## src/rtl/data_consuming_block.sv

```systemverilog
// Stream sink/checker: buffers valid/ready words in a small FIFO and checks they form a +1 sequence.
// Latency: push to out_valid is 1 cycle when empty; out_data is always a registered head, with no fall-through.
// Backpressure: ready_out = not full, from registered state only; with BACKPRESSURE_EN it also drops one cycle in every STALL_PERIOD.
module data_consuming_block #(
    parameter int DATA_W       = 8,
    parameter int FIFO_DEPTH   = 4,
    parameter int CNT_W        = 16,
    parameter int STALL_PERIOD = 5
) (
    input  logic              clk,
    input  logic              rst,
    input  logic              valid_in,
    output logic              ready_out,
    input  logic [DATA_W-1:0] data_in,
    output logic              out_valid,
    input  logic              out_ready,
    output logic [DATA_W-1:0] out_data,
    input  logic              clear_err,
    output logic              err_flag,
    output logic [CNT_W-1:0]  err_count,
    output logic [CNT_W-1:0]  rx_count,
    output logic              locked
);
    localparam int PTR_W  = $clog2(FIFO_DEPTH);
    localparam int FILL_W = PTR_W + 1;

    typedef enum logic {SYNC, TRACK} state_t;

    logic [DATA_W-1:0] mem_q [FIFO_DEPTH];
    logic [DATA_W-1:0] mem_d [FIFO_DEPTH];
    logic [PTR_W-1:0]  rd_ptr_q, rd_ptr_d, wr_ptr_q, wr_ptr_d, rd_ptr_nxt;
    logic [FILL_W-1:0] fill_q, fill_d;
    logic [DATA_W-1:0] out_data_q, out_data_d;
    state_t            state_q, state_d;
    logic [DATA_W-1:0] expected_q, expected_d;
    logic              err_flag_q, err_flag_d;
    logic [CNT_W-1:0]  err_count_q, err_count_d;
    logic [CNT_W-1:0]  rx_count_q, rx_count_d;
    logic              push, pop, err_evt;
    logic              not_full;

    assign not_full   = (fill_q != FILL_W'(FIFO_DEPTH));
    assign rd_ptr_nxt = rd_ptr_q + PTR_W'(1);

`ifdef BACKPRESSURE_EN
    localparam int STALL_W = $clog2(STALL_PERIOD);
    logic [STALL_W-1:0] stall_q, stall_d;

    always_comb begin
        stall_d = stall_q + STALL_W'(1);
        if (stall_q == STALL_W'(STALL_PERIOD - 1)) begin
            stall_d = '0;
        end
    end

    always_ff @(posedge clk) begin
        if (rst) begin
            stall_q <= '0;
        end else begin
            stall_q <= stall_d;
        end
    end

    assign ready_out = not_full && (stall_q != STALL_W'(STALL_PERIOD - 1));
`else
    assign ready_out = not_full;
`endif

    assign push      = valid_in && ready_out;
    assign pop       = out_valid && out_ready;
    assign out_valid = (fill_q != '0);
    assign out_data  = out_data_q;
    assign err_flag  = err_flag_q;
    assign err_count = err_count_q;
    assign rx_count  = rx_count_q;
    assign locked    = (state_q == TRACK);

    always_comb begin
        mem_d      = mem_q;
        wr_ptr_d   = wr_ptr_q;
        rd_ptr_d   = rd_ptr_q;
        fill_d     = fill_q;
        out_data_d = out_data_q;
        if (push) begin
            mem_d[wr_ptr_q] = data_in;
            wr_ptr_d        = wr_ptr_q + PTR_W'(1);
        end
        if (pop) begin
            rd_ptr_d = rd_ptr_nxt;
        end
        case ({push, pop})
            2'b10:   fill_d = fill_q + FILL_W'(1);
            2'b01:   fill_d = fill_q - FILL_W'(1);
            default: fill_d = fill_q;
        endcase
        // The head register must pick up a word written this cycle when it becomes the head.
        if (push && (fill_q == '0)) begin
            out_data_d = data_in;
        end else if (pop && (fill_q > FILL_W'(1))) begin
            out_data_d = mem_q[rd_ptr_nxt];
        end else if (pop && push) begin
            out_data_d = data_in;
        end
    end

    always_comb begin
        state_d    = state_q;
        expected_d = expected_q;
        err_evt    = 1'b0;
        if (push) begin
            case (state_q)
                SYNC: begin
                    expected_d = data_in + DATA_W'(1);
                    state_d    = TRACK;
                end
                TRACK: begin
                    if (data_in == expected_q) begin
                        expected_d = expected_q + DATA_W'(1);
                    end else begin
                        err_evt    = 1'b1;
                        expected_d = data_in + DATA_W'(1);
                    end
                end
                default: state_d = SYNC;
            endcase
        end
    end

    always_comb begin
        err_flag_d  = err_flag_q;
        err_count_d = err_count_q;
        rx_count_d  = rx_count_q;
        if (push) begin
            rx_count_d = rx_count_q + CNT_W'(1);
        end
        if (clear_err) begin
            err_flag_d  = 1'b0;
            err_count_d = '0;
        end else if (err_evt) begin
            err_flag_d = 1'b1;
            if (err_count_q != '1) begin
                err_count_d = err_count_q + CNT_W'(1);
            end
        end
    end

    // Storage needs no reset: fill and pointers decide which entries are meaningful.
    always_ff @(posedge clk) begin
        mem_q <= mem_d;
    end

    always_ff @(posedge clk) begin
        if (rst) begin
            rd_ptr_q    <= '0;
            wr_ptr_q    <= '0;
            fill_q      <= '0;
            out_data_q  <= '0;
            state_q     <= SYNC;
            expected_q  <= '0;
            err_flag_q  <= 1'b0;
            err_count_q <= '0;
            rx_count_q  <= '0;
        end else begin
            rd_ptr_q    <= rd_ptr_d;
            wr_ptr_q    <= wr_ptr_d;
            fill_q      <= fill_d;
            out_data_q  <= out_data_d;
            state_q     <= state_d;
            expected_q  <= expected_d;
            err_flag_q  <= err_flag_d;
            err_count_q <= err_count_d;
            rx_count_q  <= rx_count_d;
        end
    end
endmodule

```

## config.mk

```make
export PLATFORM = sky130hd
export DESIGN_NAME = data_consuming_block
export DESIGN_NICKNAME = d
export VERILOG_FILES = /design/src/rtl/data_consuming_block.sv
export SDC_FILE = /design/constraint.sdc
export NUM_CORES = 1
export LEC_CHECK = 0
export ABC_AREA = 0
export CORE_MARGIN = 8
export CORE_UTILIZATION = 30
export CTS_CLUSTER_DIAMETER = 30
export DETAILED_ROUTE_END_ITERATION = 16
export SYNTH_ARGS = -nofsm -noshare
export SYNTH_HDL_FRONTEND = slang
export SYNTH_SLANG_ARGS = --single-unit
export TNS_END_PERCENT = 30
```

## constraint.sdc

```tcl
create_clock -name clk -period 3.1 [get_ports clk]
set_clock_uncertainty 0.2 [all_clocks]
set_input_delay 0.465 -clock clk [delete_from_list [all_inputs] [get_ports clk]]
set_output_delay 0.465 -clock clk [all_outputs]
set_load 0.02 [all_outputs]
```

# Yosys cells after proc, flatten, opt, wreduce, memory -nomap -nowiden
# Index checks and enable logic that the tools add are counted.
# totals
register_bits	89
in_bits	13
output_inout_bits	44
word_cells	60
# op_classes
add_sub_neg	8
order_cmp	4
eq_ne	5
mux	15
n_bitwise	3
n_reduce_logical	12
# op_table
op	count
2-to-1 mux 8 bit	7
adder 16 x 1 -> 16 bit, second input constant	2
bitwise mux 32 bit	1
adder 8 x 1 -> 8 bit, second input constant	2
binary-select mux 8 bit (select 2 bit)	1
demux 8 bit (select 2 bit)	1
!= test 16 bit, second input constant	1
case mux 8 bit (2 select lines)	1
equality test 8 bit	1
greater-or-equal comparator 3 bit, second input constant	2
logical AND 1 bit	6
NOT 2 -> 3 bit	2
case mux 3 bit (2 select lines)	1
nonzero test 3 bit	2
adder 2 x 1 -> 2 bit, second input constant	2
adder 3 x 1 -> 3 bit, second input constant	1
greater-than comparator 3 x 1 -> 1 bit, second input constant	1
logical NOT 3 bit	1
< comparator 3 x 1 -> 1 bit, second input constant	1
2-to-1 mux 1 bit	3
!= test 3 bit, second input constant	1
subtractor 3 x 1 -> 3 bit, second input constant	1
equality test 2 x 1 -> 1 bit, second input constant	1
equality test 2 bit, second input constant	1
4 further kinds	4

# Longest topological paths before layout
# Gate-level depths: netlist (run 1).
# logic_depth
depth_word	7
mapped_depth	11
depth_no_buf	9

# Least setup slack after synthesis (run 1)
# No wires, ideal clock.
# synth_timing
path_type	register to register
startpoint	register fill_q[0]
endpoint	register out_data_q[5], in the netlist out_data[5]
setup_ns	0.091
arrival_ns	2.220
t_required_ns	2.809
path_slack_ns	0.589
stages_incl_launch_ff	12
path_buffers	2
path_cell_list	dfxtp_1 -> inv_1 -> ha_1 -> nand2_1 -> nand2_1 -> inv_1 -> buf_1 -> ha_1 -> a221o_1 -> buf_2 -> nor2_1 -> a311oi_1
# synth_lines
element	line	source
start: declaration	32	logic [FILL_W-1:0] fill_q, fill_d;
start signal: assignment	166	fill_q <= fill_d;
!= test 3 bit *	42	assign not_full = (fill_q != FILL_W'(FIFO_DEPTH));
via ready_out	13	output logic ready_out,
logical AND 1 bit *	69	assign push = valid_in && ready_out;
via push	39	logic push, pop, err_evt;
logical AND 1 bit, on equally long branches	97, 101	
nonzero test 3 bit (no source line) or 2-to-1 mux 8 bit (tied branches)	-	
end signal: assignment	167	out_data_q <= out_data_d;
end: declaration	33	logic [DATA_W-1:0] out_data_q, out_data_d;
# Mark *: on every way through the listed nets, which the timed path passes. The rest lies on a longest branch.
# A chain may end at the register's enable or synchronous reset.

# Final worst setup path (run 1)
# layout_timing
startpoint	register fill_q[0]
endpoint	output out_valid
# layout_via
elab_chain_cells	1
# layout_rtl
element	line	source
nonzero test 3 bit	71	assign out_valid = (fill_q != '0);
end: declaration	15	output logic out_valid,
# No other way between the ends.

==> impl_metrics.ini, run 1 <==
[yosys]
synthDistinctLibCells = 48
ys_seq_elements = 89
synth_ff_type = dfxtp_1
synthArstFlopShare_pct = 0
syn_inst = 414
synth_edf_count = 32
yosysWarnings = 0
syn_area_per_cell_sq_um = 10.3
yosysSeqAreaShare_pct = 49.5
synth_area_sq_um = 4250
syn-num-nets = 441

[setup_path]
r2r_setup_slack_ns = 0.66
slowest_delay_ns = 0.63
ff2ff_path_depth = 10
critPathMaxFanout = 5
cp-start-kind = flop
end_kind = output port
r2r-start = fill_q[0]
r2r_end = rx_count[13]
cpMaxStageDelayCell = clkdlybuf4s50_1
crit_buf_inv = 2
critPathTopFamily = buffers and inverters
required_ns = 2.43
critical_path_class = reg2out
cp_cell_sequence = inv_1, ha_1, nand2b_1, clkdlybuf4s50_1
cp.arrival_ns = 1.88

[grt]
grt_max_degree = 32
grt_pass1_vias = 3242
antenna_found_initial = 0
grt_util_all_layers_pct = 11.4
grt-ovfl-total = 0
grt_pass1_wl_microns = 16800

[power]
power_density_nw_per_um2 = 626
ir_worst_vdd_mv = 0.248
power.share.clock_pct = 31.2
p_comb_share_pct = 24.8
seqPwrFrac_pct = 44.0
cellLeakagePower_uw = 0.00181
power.internal_uw = 2280
p_switching_uw = 1060
swShare_pct = 31.7

[placement]
dp_hpwl_microns = 7310
portBuffers = 56
routabilityCongestion = 0.771

[die]
core-area_sq_um = 13900
io_pins = 57
num_rows = 43
die_x_microns = 135
fp.dieH_microns = 135
start_util_pct = 30.6
die_area_sq_um = 18200

[clocking]
clk_pin_slew_ns = 0.07
post-cts-setup-buffers = 0
cts_resized = 0
cts_hold_buffers = 0
insertion_delay_ns = 0.34
cts-htree-levels = 3
numCtsBuffers = 9
cts.sinks = 89
cts_tree = yes
cts_buffer_depth = 2
cts_root_buffer = clkbuf_16

[detailed_routing]
via_per_inst = 5.04
vias = 3319
first_pass_iters = 4
drt_iter0_markers = 223
avgRoutedWirePerCell_microns = 15.4
drtAntennaViolNets = 0
route.detailed.drc = 0
drt-total-wl_microns = 10200

[sta]
finalCritPeriodShare_pct = 82.0
relSlewSlack_pct = 56.5
finalSetupViolCount = 0
timing.fmax_ghz = 0.394
rsz0062_at_grt = false
whs_ns = 0.281
drv_slew = 0
hold_viol = 0
worstMarginPinSlew_ns = 0.652
fin_tns_setup_ns = 0
finalCriticalPeriod_ns = 2.54

[outcome]
status = finished, final reports clean

[final_layout]
drive_gt1_share_pct = 9.41
area_growth_pct = 25.4
utilization_pct = 38.4
layout_common_cells = 57 x dfxtp_1, 55 x clkdlybuf4s50_1, 41 x nor2_1
layout.cells.most_common = dfxtp_1
antenna_cells = 0
nets = 500
fillers = 1360

[hold_path]
hold_depth = 2
hp-class = reg2reg
hp-start = err_flag
hold_end = err_flag

[run]
drv_cap = 0
-- stage by stage --
step	total power, uW	std cells	cell area [sq um]	setup slack [ns]
after floorplan	1990	414	4250	0.589
after global placement	2310	642	5040	0.487
after detailed placement	2330	642	5040	0.459
after CTS	3380	658	5330	0.537
after global routing	3510	658	5330	0.432
final	3330	658	5330	0.559
-- power by group through the flow --
stage / logic [uW] / clock network, uW / registers [uW]
after CTS: 836 / 1080 / 1470
after global placement: 820 / 0 / 1490
after global routing: 905 / 1120 / 1490
final: 827 / 1040 / 1470
after detailed placement: 834 / 0 / 1500
after floorplan: 486 / 0 / 1510
-- synth_stat cells (all sizes together), types with 2 or more instances --
library cell,n,share of area (%)
edfxtp,32,23
xor2,18,3.7
a311oi,8,1.6
xnor2,16,3.3
or3,6,0.88
nor3b,4,0.71
mux2i,3,0.71
ha,14,4.1
and3,13,1.9
a211oi,3,0.53
nor3,2,0.24
nand3,27,3.2
nand2,34,3.0
mux4,8,4.2
o21ai,9,1.1
inv,8,0.71
nand4,10,1.6
and4,3,0.62
buf,6,0.80
o211ai,5,0.88
a21oi,19,2.2
o21bai,2,0.35
nor4,4,0.59
or2,2,0.29
or4,11,1.9
o31ai,10,1.9
and2,7,1.0
nor2,42,3.9
clkbuf,17,1.5
nand4b,2,0.41
dfxtp,57,27
o41ai,2,0.41
a221oi,2,0.41
-- worst reg2reg max path: stages, from the launching register on --
cell and delay [ns]:
dfxtp_1 0.42, inv_1 0.10, ha_1 0.25, nand2_1 0.11, nand2_1 0.07, inv_1 0.15
buf_4 0.27, and4_1 0.39, nand4_1 0.15, xor2_1 0.15, nor2_1 0.05
-- routing by layer --
layer	up-vias	track usage (%)	wire length (microns)	part of all wire (%)
met1	1603	13.8	4470	44
li1	1650	-	-	-
met5	-	0	0	0
met2	58	19.5	5130	51
met3	8	2.49	431	4.2
met4	0	4.26	127	1.3
-- sequential cells by signal (all words and copies together) (netlist names) --
signal      count
wr_ptr_q        2
rx_count       16
expected_q      8
out_data        8
locked          1
mem_q          32
fill_q          3
err_count      16
err_flag        1
rd_ptr_q        2
-- cell families (layout without fill, tap and decap cells) --
| group | after synthesis | count (layout) | synth area share [%] |
|---|---|---|---|
| multiplexers | 11 | 11 | 4.95 |
| adder cells (fa/ha/maj) | 14 | 14 | 4.12 |
| AO/OA/AOI/OAI | 65 | 65 | 10.5 |
| AND/OR/NAND/NOR | 170 | 170 | 20.9 |
| buffers and inverters | 31 | 95 | 3.03 |
| XOR/XNOR | 34 | 34 | 7.01 |
| flip-flops | 89 | 89 | 49.5 |
-- layout make-up --
class | count | area (sq um) | share of cell area, %
Sequential cell | 89 | 2100 | 39.5
Multi-Input combinational cell | 294 | 2020 | 37.9
Timing Repair Buffer | 71 | 668 | 12.5
Clock buffer | 9 | 225 | 4.23
Tap cell | 180 | 225 | 4.23
Clock inverter | 7 | 60.1 | 1.13
Inverter | 8 | 30.0 | 0.564
-- worst max path at each step --
stage | depth (start not counted) | slack (ns) | from | to
after detailed placement | 7 | 0.46 | data_in[0] | err_count[4]
after floorplan | 11 | 0.59 | fill_q[0] | out_data[5]
after global routing | 10 | 0.43 | fill_q[0] | rx_count[13]
after global placement | 7 | 0.49 | data_in[0] | err_count[15]
final | 4 | 0.56 | fill_q[0] | out_valid
after CTS | 4 | 0.54 | fill_q[0] | out_valid
No activity file was read; power rests on OpenSTA's default activity.
==> inputs of run 2 (changes only) <==
==> constraint.sdc (replaced) <==
create_clock -name clk -period 2.5 [get_ports clk]
set_clock_uncertainty 0.2 [all_clocks]
set_input_delay 0.375 -clock clk [delete_from_list [all_inputs] [get_ports clk]]
set_output_delay 0.375 -clock clk [all_outputs]
set_load 0.02 [all_outputs]
==> impl_metrics.ini, run 2 (synthesis gave the netlist of run 1 again) <==
[outcome]
status = finished, final reports clean

[die]
die_x_microns = 135
core-area_sq_um = 13900
start_util_pct = 30.6
num_rows = 43
fp.dieH_microns = 135
io_pins = 57
die_area_sq_um = 18200

[clocking]
cts_root_buffer = clkbuf_16
cts.sinks = 89
cts_resized = 0
cts-htree-levels = 3
cts_tree = yes
insertion_delay_ns = 0.33
post-cts-setup-buffers = 0
cts_hold_buffers = 0
cts_buffer_depth = 2
clk_pin_slew_ns = 0.06
numCtsBuffers = 9

[setup_path]
cp_cell_sequence = inv_1, ha_1, nand2b_1, clkdlybuf4s50_1
cp-start-kind = flop
cp.arrival_ns = 1.76
critPathTopFamily = buffers and inverters
slowest_delay_ns = 0.62
end_kind = output port
critPathMaxFanout = 4
critical_path_class = reg2out
required_ns = 1.92
cpMaxStageDelayCell = clkdlybuf4s50_1
crit_buf_inv = 2

[final_layout]
largest_reg_flops = 32
layout_common_cells = 57 x dfxtp_1, 55 x clkdlybuf4s50_1, 41 x nor2_1
multi_input_area_sq_um = 2020
top_register = mem_q
fillers = 1393
drive_gt1_share_pct = 12.3
seqCellArea_sq_um = 2100
area_growth_pct = 29.8
layout.cells.most_common = dfxtp_1
final_area_sq_um = 5510
nets = 516
antenna_cells = 0

[detailed_routing]
vias = 3415
dr_wl_met3_microns = 318
drt_iter0_markers = 243
route.detailed.drc = 0
avgRoutedWirePerCell_microns = 15.4
wl_met1_microns = 4610
drt-total-wl_microns = 10400
wl_met2_microns = 5300
first_pass_iters = 4
top_layer_used = met4
via_per_inst = 5.07
drtAntennaViolNets = 0

[placement]
dp_hpwl_microns = 7570
portBuffers = 56
routabilityCongestion = 0.768
placed_cell_area_sq_um = 5230

[hold_path]
hp-class = in2reg

[sta]
finalCriticalPeriod_ns = 2.33
timing.fmax_ghz = 0.428
relSlewSlack_pct = 58.6
fin_tns_setup_ns = 0
drv_slew = 0
worstMarginPinSlew_ns = 0.620
finalSetupViolCount = 0
rsz0062_at_grt = false
hold_viol = 0
finalCritPeriodShare_pct = 93.4

[run]
drv_cap = 0

[grt]
grt_max_degree = 36
antenna_found_initial = 0
grt_pass1_wl_microns = 16800
grt-ovfl-total = 0
grt_pass1_vias = 3317
grt_util_all_layers_pct = 11.5

[power]
ir_worst_vdd_mv = 0.291
cellLeakagePower_uw = 0.00193
power_density_nw_per_um2 = 772
-- run 2: cell types whose count changed in the layout (fill, tap and decap cells not counted) --
cell,change
clkinv_2,+4
inv_8,-1
buf_4,+11
inv_6,-3
inv_2,+1
clkinv_4,+1
buf_12,+5
bufinv_16,+1
clkinvlp_4,-3
inv_1,-1
clkbuf_1,+1
-- run 2: path summary, 6_finish.rpt --
check / startpoint / end / slack (ns) / depth (start not counted)
min reg2reg: err_flag / err_flag / 0.29 / 2
max: fill_q[1] / out_valid / 0.17 / 4
min: rst / rd_ptr_q[0] / 0.22 / 2
max reg2reg: err_count[6] / err_count[9] / 0.18 / 5
-- run 2: power breakdown --
group	leakage, uW	switching (uW)	internal (uW)	total (uW)
clock network	0.000146	550	770	1320
registers	0.000759	136	1670	1800
logic	0.00102	588	547	1140
-- run 2: routing by layer --
layer | up-vias | track usage [%]
li1 | 1671 | -
met3 | 10 | 2.01
met4 | 0 | 4.81
met2 | 50 | 20.1
met5 | - | 0
met1 | 1684 | 13.7
-- run 2: cell type report --
type	count	share of cell area, %
sequential	89	38.1
multi-input combinational	294	36.6
timing repair buffer	87	15.4
clock buffer	10	4.15
tap	180	4.09
clock inverter	6	1.07
inverter	8	0.545
-- run 2: worst reg2reg max path, delay by kind of cell (launching register included) --
kind	cells	cell delay, ns
AND/OR/NAND/NOR	4	1.41
multiplexers	1	0.14
flip-flops	1	0.45
-- run 2: metrics by stage --
stage / util [%] / hold WS (ns) / instances / power [uW] / setup slack, ns
after floorplan: - / 0.269 / 414 / 2470 / 0.107
after global placement: 37.6 / 0.272 / 658 / 2960 / 0.0672
after detailed placement: 37.6 / 0.287 / 658 / 2990 / 0.0498
after CTS: 39.7 / 0.214 / 674 / 4310 / 0.145
after global routing: 39.7 / 0.238 / 674 / 4460 / 0.0528
final: 39.7 / 0.225 / 674 / 4260 / 0.165
==> inputs of run 3 (changes only) <==
--- a/config.mk
+++ b/config.mk
@@ -7,9 +7,10 @@
 export LEC_CHECK = 0
 export ABC_AREA = 0
 export CORE_MARGIN = 8
-export CORE_UTILIZATION = 30
+export CORE_UTILIZATION = 50
 export CTS_CLUSTER_DIAMETER = 30
 export DETAILED_ROUTE_END_ITERATION = 16
+export PLACE_DENSITY = 0.74
 export SYNTH_ARGS = -nofsm -noshare
 export SYNTH_HDL_FRONTEND = slang
 export SYNTH_SLANG_ARGS = --single-unit
==> impl_metrics.ini, run 3 (synthesis gave the netlist of run 1 again) <==
[outcome]
status = finished, final reports clean

[clocking]
cts.sinks = 89
cts-htree-levels = 3
clk_pin_slew_ns = 0.10
cts_tree = yes
insertion_delay_ns = 0.36
post-cts-setup-buffers = 0
cts_buffer_depth = 2
numCtsBuffers = 9
cts_root_buffer = clkbuf_8

[detailed_routing]
first_pass_iters = 4
via_per_inst = 5.65
drt-total-wl_microns = 9330
drt_iter0_markers = 153
route.detailed.drc = 0
vias = 3345
avgRoutedWirePerCell_microns = 15.8
drtAntennaViolNets = 0

[die]
core-area_sq_um = 8220
die_area_sq_um = 11700
start_util_pct = 51.7
die_x_microns = 108
fp.dieH_microns = 108
num_rows = 33
io_pins = 57

[placement]
routabilityCongestion = 0.852
place_inst = 576
dp_hpwl_microns = 6770
portBuffers = 56

[setup_path]
cp_cell_sequence = ha_1, nand2_1, or4_1, nor2_4, nor4_1, mux2i_1
required_ns = 2.53
cp-start-kind = flop
end_kind = flop
r2r_end = err_count[9]
cpMaxStageDelayCell = or4_1
slowest_delay_ns = 0.56
critPathMaxFanout = 19
r2r-start = err_count[0]
ff2ff_path_depth = 6
critical_path_class = reg2reg
r2r_setup_slack_ns = 0.13
cp.arrival_ns = 2.40

[grt]
grt_max_degree = 52
use_met1_pct = 20.7
grt_pass1_vias = 3175
grt_util_met2_pct = 26.2
busiest_layer = met2
grt_util_all_layers_pct = 16.2
grt-ovfl-total = 0
grtUsageMet3_pct = 3.81
grt_pass1_wl_microns = 15400
antenna_found_initial = 0

[final_layout]
layout_common_cells = 56 x dfxtp_1, 55 x clkdlybuf4s50_1, 41 x nor2_1
nets = 509
largest_reg_flops = 32
antenna_cells = 0
drive_gt1_share_pct = 11.3
area_growth_pct = 22.6
top_register = mem_q
fin_cells = 592
layout.cells.most_common = dfxtp_1
fillers = 657

[hold_path]
hp-start = rst
hold_depth = 4
hold_end = err_count[2]
hp-class = in2reg

[run]
drv_cap = 0

[sta]
finalCriticalPeriod_ns = 2.37
finalSetupViolCount = 0
whs_ns = 0.204
hold_viol = 0
worstMarginPinSlew_ns = 0.570
relSlewSlack_pct = 61.9
finalCritPeriodShare_pct = 94.8
timing.fmax_ghz = 0.422
rsz0062_at_grt = false
drv_slew = 0
fin_tns_setup_ns = 0

[power]
power_uw = 3730
ir_worst_vdd_mv = 0.366
cellLeakagePower_uw = 0.00182
power_density_nw_per_um2 = 715
## run 3: where the power goes
part	total (uW)	switching (uW)	internal (uW)
clock	905	537	368
sequential	1800	135	1670
combinational	1020	540	479
## run 3: critical path, delay by kind of cell (launching register included)
family                   cells  cell delay [ns]
flip-flops                   1             0.47
adder cells (fa/ha/maj)      1             0.28
AND/OR/NAND/NOR              4             1.14
multiplexers                 1             0.15
## run 3: worst max-delay path by stage
stage | startpoint | to | slack (ns) | depth (start not counted)
6_report | err_count[0] | err_count[9] | 0.13 | 6
5_1_grt | err_count[0] | err_count[9] | 0.009 | 6
3_3_place_gp | data_in[4] | err_count[3] | 0.12 | 7
2_1_floorplan | fill_q[0] | out_data[5] | 0.11 | 11
3_5_place_dp | data_in[4] | err_count[15] | 0.05 | 7
4_1_cts | fill_q[0] | out_valid | 0.05 | 4
## run 3: routing by layer
metal | up-vias | wire length, microns
met5 | - | 0
met4 | 0 | 131
met3 | 9 | 630
met2 | 88 | 4420
met1 | 1581 | 4150
li1 | 1667 | -
## run 3: area by class of cell
| type | count | area, sq um | share of cell area (%) |
|---|---|---|---|
| inverter | 8 | 30.0 | 0.577 |
| clock inverter | 7 | 55.1 | 1.06 |
| multi-input combinational | 294 | 2020 | 38.7 |
| clock buffer | 9 | 124 | 2.38 |
| sequential | 89 | 2100 | 40.4 |
| timing repair buffer | 80 | 748 | 14.4 |
| tap | 105 | 131 | 2.52 |
## run 3: timing repair
item | 4_1_cts | 5_1_grt
resized for setup | 0 | 1
endpoints found under the setup margin | 0 | 12
hold buffers | 0 | 0
## run 3: stage by stage
step           utilization (%)  cell area [sq um]  setup WS, ns
2_1_floorplan                -               4250         0.107
3_3_place_gp              61.2               5030         0.121
3_5_place_dp              61.2               5030        0.0514
4_1_cts                   63.4               5210        0.0538
5_1_grt                   63.4               5210       0.00943
6_report                  63.4               5210         0.129
